--- src/rtl/egg_timer_datapath.sv ---
// Egg-timer countdown datapath: holds MM:SS as four BCD digits, prescales clk to a
// countdown tick, decrements to 00:00 and drives done/blank for the display path.
module egg_timer_datapath #(
  parameter int unsigned TICK_DIV = 50000000
) (
  input  logic       clk,
  input  logic       rst,
  input  logic [2:0] state,
  input  logic [7:0] sw,
  output logic [7:0] min_bcd,
  output logic [7:0] sec_bcd,
  output logic       tick,
  output logic       done,
  output logic       blank
);

  localparam int unsigned PW = (TICK_DIV > 2) ? $clog2(TICK_DIV) : 1;
  localparam logic [PW-1:0] PrescMax = PW'(TICK_DIV - 1);

  typedef enum logic [2:0] {
    StSetSec     = 3'b000,
    StSetMin     = 3'b001,
    StTimer      = 3'b010,
    StReady      = 3'b011,
    StReset      = 3'b100,
    StFlashOn    = 3'b101,
    StFlashOff   = 3'b110,
    StSettingMin = 3'b111
  } state_e;

  logic [PW-1:0] presc_q, presc_d;
  logic [7:0]    min_q, min_d;
  logic [7:0]    sec_q, sec_d;
  logic          tick_q, tick_d;
  logic          done_q, done_d;
  logic          blank_q, blank_d;
  logic [15:0]   dec_val;

  // One BCD step down of {min tens, min ones, sec tens, sec ones}, seconds borrow at 0 -> 5.
  function automatic logic [15:0] bcd_dec(input logic [15:0] v);
    logic [3:0] mt, mo, st, so;
    logic       borrow;
    {mt, mo, st, so} = v;
    borrow = (so == 4'd0);
    so     = borrow ? 4'd9 : so - 4'd1;
    if (borrow) begin
      borrow = (st == 4'd0);
      st     = borrow ? 4'd5 : st - 4'd1;
    end
    if (borrow) begin
      borrow = (mo == 4'd0);
      mo     = borrow ? 4'd9 : mo - 4'd1;
    end
    if (borrow) begin
      mt = mt - 4'd1;
    end
    return {mt, mo, st, so};
  endfunction

  function automatic logic bcd_ok(input logic [7:0] v, input logic [3:0] tens_max);
    return (v[7:4] <= tens_max) && (v[3:0] <= 4'd9);
  endfunction

  assign dec_val = bcd_dec({min_q, sec_q});

  always_comb begin
    min_d   = min_q;
    sec_d   = sec_q;
    done_d  = done_q;
    presc_d = '0;
    tick_d  = 1'b0;
    unique case (state_e'(state))
      StReset: begin
        min_d  = 8'h00;
        sec_d  = 8'h00;
        done_d = 1'b0;
      end
      StSetSec: begin
        sec_d  = bcd_ok(sw, 4'd5) ? sw : 8'h59;
        done_d = 1'b0;
      end
      StSetMin: begin
        min_d  = bcd_ok(sw, 4'd9) ? sw : 8'h99;
        done_d = 1'b0;
      end
      StSettingMin, StReady: begin
      end
      StTimer, StFlashOn, StFlashOff: begin
        if (presc_q == PrescMax) begin
          tick_d = 1'b1;
          // At 00:00 the value is held rather than wrapping to 99:59.
          if ({min_q, sec_q} == 16'h0000) begin
            done_d = 1'b1;
          end else begin
            {min_d, sec_d} = dec_val;
            if (dec_val == 16'h0000) begin
              done_d = 1'b1;
            end
          end
        end else begin
          presc_d = presc_q + 1'b1;
        end
      end
    endcase
    blank_d = (state_e'(state) == StFlashOff) && done_d;
  end

  always_ff @(posedge clk) begin
    if (rst) begin
      presc_q <= '0;
      min_q   <= 8'h00;
      sec_q   <= 8'h00;
      tick_q  <= 1'b0;
      done_q  <= 1'b0;
      blank_q <= 1'b0;
    end else begin
      presc_q <= presc_d;
      min_q   <= min_d;
      sec_q   <= sec_d;
      tick_q  <= tick_d;
      done_q  <= done_d;
      blank_q <= blank_d;
    end
  end

  assign min_bcd = min_q;
  assign sec_bcd = sec_q;
  assign tick    = tick_q;
  assign done    = done_q;
  assign blank   = blank_q;

endmodule

--- config.mk ---
export PLATFORM = sky130hd
export DESIGN_NAME = egg_timer_datapath
export DESIGN_NICKNAME = d
export VERILOG_FILES = /design/src/rtl/egg_timer_datapath.sv
export SDC_FILE = /design/constraint.sdc
export NUM_CORES = 1
export LEC_CHECK = 0
export CAP_MARGIN = 30
export CORE_ASPECT_RATIO = 1.75
export CORE_MARGIN = 5
export CORE_UTILIZATION = 40
export CTS_CLUSTER_DIAMETER = 60
export CTS_CLUSTER_SIZE = 12
export DETAILED_ROUTE_END_ITERATION = 6
export DONT_BUFFER_PORTS = 1
export HOLD_SLACK_MARGIN = 0.03
export PLACE_DENSITY = 0.59
export SLEW_MARGIN = 20
export SYNTH_ARGS = -nofsm -noshare
export SYNTH_HDL_FRONTEND = slang
export SYNTH_SLANG_ARGS = --single-unit
--- constraint.sdc ---
create_clock -name clk -period 3.78 [get_ports clk]
set_input_delay 0.378 -clock clk [delete_from_list [all_inputs] [get_ports clk]]
set_output_delay 0.378 -clock clk [all_outputs]
set_load 0.05 [all_outputs]
==> results of run 1 <==
report_power, final:
part	internal, mW	total, mW	switching (mW)
combinational	0.0775	0.195	0.118
sequential	0.488	0.561	0.0737
clock	0.130	0.301	0.171
cell usage in the layout (no fill, tap or decap), types with 2 or more instances in the layout:
master | Yosys | routed
nand2_1 | 16 | 16
nor3_1 | 8 | 8
o31ai_1 | 2 | 2
ha_1 | 3 | 3
or2_2 | 2 | 2
or4_4 | 2 | 2
a21o_1 | 2 | 2
o21ai_0 | 13 | 13
xnor2_1 | 12 | 12
a31oi_1 | 2 | 2
a211oi_1 | 9 | 9
clkinvlp_4 | 0 | 3
nand2b_1 | 3 | 3
o211ai_1 | 2 | 2
o21a_1 | 4 | 4
a21oi_1 | 14 | 14
and3_1 | 7 | 7
o21ai_1 | 2 | 2
and4b_1 | 3 | 3
nor4_1 | 13 | 13
xor2_1 | 14 | 14
and2_1 | 2 | 2
or4_1 | 3 | 3
nand3_1 | 12 | 12
dfxtp_1 | 45 | 45
inv_1 | 9 | 9
or3_1 | 3 | 3
nor2_1 | 45 | 45
nor4b_1 | 3 | 3
a221oi_1 | 4 | 4
a311oi_1 | 2 | 2
mux2i_1 | 2 | 2
nand4_1 | 7 | 7
clkbuf_8 | 0 | 5
path summary, 6_finish.rpt:
path | startpoint | slack (ns) | end
max | min_bcd[4]$_SDFFE_PP0P_ | 0.97 | sec_bcd[7]$_SDFFE_PP0P_
min reg2reg | presc_q[0]$_SDFF_PP0_ | 0.50 | presc_q[0]$_SDFF_PP0_
min | rst | 0.14 | min_bcd[0]$_SDFFE_PP0P_
max reg2reg | min_bcd[4]$_SDFFE_PP0P_ | 0.97 | sec_bcd[7]$_SDFFE_PP0P_
cells by family after synthesis:
| family | count (synthesis) | synth area share [%] |
|---|---|---|
| buffers and inverters | 26 | 4.514 |
| XOR/XNOR | 26 | 9.028 |
| flip-flops | 45 | 35.71 |
| AO/OA/AOI/OAI | 66 | 18.70 |
| AND/OR/NAND/NOR | 138 | 29.76 |
| multiplexers | 2 | 0.7937 |
| adder cells (fa/ha/maj) | 3 | 1.488 |
Yosys cell counts (4+ instances only):
master / n / share of area [%]
a211oi_1: 9 / 2.7
a21oi_1: 14 / 2.8
a221oi_1: 4 / 1.4
and3_1: 7 / 1.7
buf_2: 7 / 1.4
clkbuf_1: 9 / 1.3
dfxtp_1: 45 / 36
inv_1: 9 / 1.3
nand2_1: 16 / 2.4
nand3_1: 12 / 2.4
nand4_1: 7 / 1.7
nor2_1: 45 / 6.7
nor3_1: 8 / 1.6
nor4_1: 13 / 3.2
o21a_1: 4 / 1.2
o21ai_0: 13 / 2.6
xnor2_1: 12 / 4.2
xor2_1: 14 / 4.9
registers in the layout, summed over array words and instances, names as in the netlist:
name,cells
sec_bcd,8
tick,1
blank,1
done,1
presc_q,26
min_bcd,8
metrics by stage:
stage	area, um2	hold slack [ns]	setup slack, ns
after detailed placement	2542	0.4540	0.9724
final	2634	0.1365	0.9721
after floorplan	2522	0.4415	1.359
after CTS	2634	0.1240	0.9565
after global routing	2634	0.1139	0.7578
after global placement	2542	0.4487	1.038
layer usage:
metal	wire, um	global-route usage, %	share of wire, %
met5	0	0	0
met4	229	7.673	3.6
met3	391	4.549	6.1
met2	3377	30.57	53
met1	2363	16.80	37
critical path: stages, from the launching register on:
cell and delay [ns]:
dfxtp_1 0.73, inv_1 0.19, ha_1 0.26, or3b_2 0.22
nor4_4 0.05, o22a_1 0.22, a21oi_1 0.67, o21ai_0 0.18
and3b_1 0.20
cell type report:
cell class / instances / area (um2) / share of cell area [%]
sequential: 45 / 900.9 / 34.20
tap: 80 / 100.1 / 3.800
multi-input combinational: 235 / 1508 / 57.24
clock buffer: 5 / 68.82 / 2.613
clock inverter: 3 / 22.52 / 0.8551
inverter: 9 / 33.78 / 1.283
==> metrics.md, run 1 <==
| Metric | Value |
|---|---|
| Status | completed |
| Post-CTS sizing | 0 |
| P_leak | 0.8664 nW |
| Diode count | 0 |
| Fin cells | 377 |
| Post-synth net total | 322 |
| Final Core Density | 42.61% |
| CTS buffer count | 5 |
| Die extent in y | 115.1 um |
| Post-Syn Instances | 306 |
| WS Path Type | reg -> reg |
| Pin count of the biggest net entering global routing | 26 |
| Synth Flop Type | dfxtp_1 |
| Fin crit period | 2.808 ns |
| Synth cell types | 54 |
| Worst-Margin Slew | 0.8465 ns |
| Worst-Skew Late Latency | 0.30 ns |
| Vias per cell | 5.899 |
| Mean Syn Cell Area | 8.243 um2 |
| Peak VDD IR | 0.0002648 V |
| Asr flop ratio synth | 0% |
| Share of cells above drive strength 1 | 7.071% |
| Gr ovfl total | 0 |
| Hpwl dp | 4.816 mm |
| Reg2reg path depth | 8 |
| Post-CTS Setup Bufs | 0 |
| WL final | 6.361 mm |
| Starting Density | 40.81% |
| Detailed Route Iter0 Violations | 125 |
| Setup violators final | 0 |
| GP Congestion | 0.8290 |
| Post-cts hold buffer count | 0 |
| Clock buffer depth | 2 |
| Nets@finish | 312 |
| Setup TNS | 0 ns |
| Pins over their slew limit | 0 |
| Hold Path Cell Cnt | 1 |
| Hold Vio Cnt, Final | 0 |
| Critical path peak fanout | 11 |
| CTS tree | built |
| Die area | 8057 um2 |
| Syn Std Cell Area | 2522 um2 |
| Power per standard cell area | 401.4 nW/um2 |
| Io pins | 32 |
| Number of enable flip-flop cells after synthesis | 0 |
| Syn. warnings | 0 |
| Crit path capture type | flip-flop |
| Period utilisation layout | 74.28% |
| Post-Route Skew | 0.01259 ns |
| GRT Total Usage | 16.43% |
| # rows | 38 |
| Worst EP arrival | 3.01 ns |
| WP data required | 3.98 ns |
| RSZ-0062 raised after global routing | false |
| Layout area overhead | 4.415% |
| Overall Power | 1.057 mW |
| Max_cap viols | 0 |
| Worst rel slew slack | 43.56% |
| Fill cells | 665 |
| Via count | 2224 |
| CTS clk-pin slew, worst paths | 0.09 ns |
| Startpoint Class | flip-flop |
| Num Clock Sinks | 45 |
| Port Buffers | 0 |
| H-tree depth | 2 |
| Fmax | 0.3561 GHz |
| Global-route wire length before repair | 10.66 mm |
| Sequential-to-total area share from yosys stat | 35.71% |
| Antenna violations before repair | 0 |
| Core Area | 6181 um2 |
| Worst hold path class | in -> reg |
| Detail Route Antenna Nets | 0 |
| Wire per inst | 16.87 um |
| Yosys reg bits | 45 |
| Die X | 70.03 um |
| Vias in the first global route | 2203 |
| DRC Markers | 0 |
| Root Buffer | clkbuf_8 |
| Inst Count DP | 369 |
| DR pass1 iterations | 4 |
No activity file was read; power rests on OpenSTA's default activity.
==> run 2, diff against run 1 <==
==> constraint.sdc (replaced) <==
create_clock -name clk -period 2.65 [get_ports clk]
set_input_delay 0.265 -clock clk [delete_from_list [all_inputs] [get_ports clk]]
set_output_delay 0.265 -clock clk [all_outputs]
set_load 0.05 [all_outputs]
==> metrics.md, run 2 (synthesis gave the netlist of run 1 again) <==
| Metric | Value |
|---|---|
| Status | completed |
| Hpwl dp | 5.175 mm (+7.5%) |
| Final WS setup | 0.2076 ns (-0.7646 ns) |
| Hold_sp | rst |
| FF-to-FF End | min_bcd[4]$_SDFFE_PP0P_ |
| Fmax | 0.4094 GHz (+15%) |
| Nets@finish | 338 (+8.3%) |
| DRC Markers | 0 (unchanged) |
| Crit path capture type | flip-flop |
| Die extent in y | 115.1 um (unchanged) |
| GR met1 Demand/Resource | 16.68% (-0.12 points) |
| Reg power frac | 45.7% (-7.4 points) |
| Post-cts hold buffer count | 1 (+1) |
| Pin count of the biggest net entering global routing | 26 (unchanged) |
| Vias per cell | 5.727 (-2.9%) |
| Post-Route Skew | 0.01317 ns (+0.0005791 ns) |
| Worst r2r src | presc_q[0]$_SDFF_PP0_ |
| # rows | 38 (unchanged) |
| CTS buffer count | 5 (unchanged) |
| P_int | 1.036 mW (+49%) |
| Worst-Margin Slew | 0.7556 ns (-0.09096 ns) |
| Clock buffer depth | 2 (unchanged) |
| GP Congestion | 0.8049 (-2.9%) |
| Reg area | 900.9 um2 (unchanged) |
| Max reg flops | 26 (unchanged) |
| Reg2reg path depth | 8 (unchanged) |
| Antenna violations before repair | 0 (unchanged) |
| Period utilisation layout | 92.17% (+18 points) |
| Grt peak-use layer | met2 |
| Power per standard cell area | 554.2 nW/um2 (+38%) |
| Worst-Skew Late Latency | 0.30 ns (about the same) |
| CTS clk-pin slew, worst paths | 0.09 ns (about the same) |
| Setup TNS | 0 ns (unchanged) |
| Critical path peak fanout | 16 (+5) |
| Worst EP arrival | 2.67 ns (-0.34 ns) |
| Fin crit period | 2.442 ns (-0.3654 ns) |
| Multi-input gate area | 1508 um2 (unchanged) |
| P_leak | 1.002 nW (+16%) |
| WS Path Type | reg -> reg |
| WP data required | 2.88 ns (-1.10 ns) |
| Flop2flop setup slack | 0.21 ns (-0.76 ns) |
| Max_cap viols | 0 (unchanged) |
| Layout area overhead | 12.10% |
| Clock network fraction of total power | 27.3% (-1.1 points) |
| Global-route wire length before repair | 11.19 mm (+5.0%) |
| Root Buffer | clkbuf_8 |
| WL final | 6.766 mm (+6.4%) |
| Met2 GRT Util | 32.72% (+2.1 points) |
| Worst rel slew slack | 49.24% (+5.7 points) |
| Port Buffers | 0 (unchanged) |
| Io pins | 32 (unchanged) |
| Num Clock Sinks | 45 (unchanged) |
| Gate power share | 27.0% (+8.6 points) |
| Core Area | 6181 um2 (unchanged) |
| DR pass1 iterations | 4 (unchanged) |
| Diode count | 0 (unchanged) |
| Highest-count cells in the layout ignoring fill and taps | nor2_1, dfxtp_1, buf_4 |
| CTS tree | built |
| Gr ovfl total | 0 (unchanged) |
| Worst hold path class | in -> reg |
| Hold Vio Cnt, Final | 0 (unchanged) |
| Share of cells above drive strength 1 | 13.93% (+6.9 points) |
| Hold slack | 0.04488 ns (-0.09164 ns) |
| Detailed Route Iter0 Violations | 110 (-12%) |
| Die X | 70.03 um (unchanged) |
| Peak VDD IR | 0.0002946 V (+11%) |
| Die area | 8057 um2 (unchanged) |
| Hold EP | min_bcd[4]$_SDFFE_PP0P_ |
| GR Util met3 | 4.374% (-0.17 points) |
| Pins over their slew limit | 0 (unchanged) |
| H-tree depth | 2 (unchanged) |
| Startpoint Class | flip-flop |
| Hold Path Cell Cnt | 1 (unchanged) |
| Worst slack at placement | 0.2247 ns (-0.7477 ns) |
| Total net switching power | 0.5315 mW (+47%) |
| Fill cells | 658 (-1.1%) |
| Sw Share | 33.91% (-0.34 points) |
| Via count | 2308 (+3.8%) |
| GRT Total Usage | 17.55% (+1.1 points) |
| Post-CTS Setup Bufs | 0 (unchanged) |
| Largest reg by FF count | presc_q |
| RSZ-0062 raised after global routing | false |
| Starting Density | 40.81% (unchanged) |
| Setup violators final | 0 (unchanged) |
| Wire per inst | 16.79 um (-0.50%) |
| Post-CTS sizing | 0 (unchanged) |
| Vias in the first global route | 2337 (+6.1%) |
| Detail Route Antenna Nets | 0 (unchanged) |
run 2: layer usage:
| layer | wire [um] | share of wire [%] |
|---|---|---|
| met4 | 336 | 5.0 |
| met3 | 339 | 5.0 |
| met2 | 3612 | 53 |
| met5 | 0 | 0 |
| met1 | 2477 | 37 |
run 2: area by class of cell:
cell class / count / share of cell area (%)
clock buffer: 6 / 2.566
clock inverter: 2 / 0.5310
inverter: 9 / 1.195
multi-input combinational: 235 / 53.32
sequential: 45 / 31.86
tap: 80 / 3.540
timing repair buffer: 26 / 6.991
run 2: critical path, cell delays in order (launching register included):
cell	delay (ns)
dfxtp_1	0.40
ha_1	0.25
nand2_1	0.11
or3_1	0.41
a2111oi_2	0.48
a211oi_4	0.07
buf_4	0.21
or3_1	0.37
o31ai_2	0.06
run 2: worst max path at each step:
stage,cells past startpoint,startpoint,slack [ns],endpoint
final,8,presc_q[0]$_SDFF_PP0_,0.21,min_bcd[4]$_SDFFE_PP0P_
after global routing,8,presc_q[0]$_SDFF_PP0_,0.08,min_bcd[4]$_SDFFE_PP0P_
after CTS,8,presc_q[0]$_SDFF_PP0_,0.20,min_bcd[4]$_SDFFE_PP0P_
after detailed placement,8,presc_q[0]$_SDFF_PP0_,0.22,min_bcd[4]$_SDFFE_PP0P_
after global placement,8,presc_q[0]$_SDFF_PP0_,0.27,min_bcd[4]$_SDFFE_PP0P_
after floorplan,8,sec_bcd[0]$_SDFFE_PP0P_,0.23,min_bcd[7]$_SDFFE_PP0P_
run 2: power by group through the flow:
stage          clock (mW)  combinational (mW)  sequential, mW
3_5_place_dp            0               0.419           0.733
5_1_grt             0.476               0.456           0.720
6_report            0.428               0.423           0.716
3_3_place_gp            0               0.414           0.732
2_1_floorplan           0               0.248           0.798
4_1_cts             0.446               0.425           0.717
run 2: per-stage QoR:
step	std cells	total power, mW	cell area [um2]	utilization [%]
finish	403	1.567	2828	45.75
global route	403	1.652	2828	45.75
CTS	403	1.588	2828	45.75
detailed placement	394	1.152	2730	44.17
global placement	394	1.146	2730	44.17
floorplan	306	1.046	2522	-
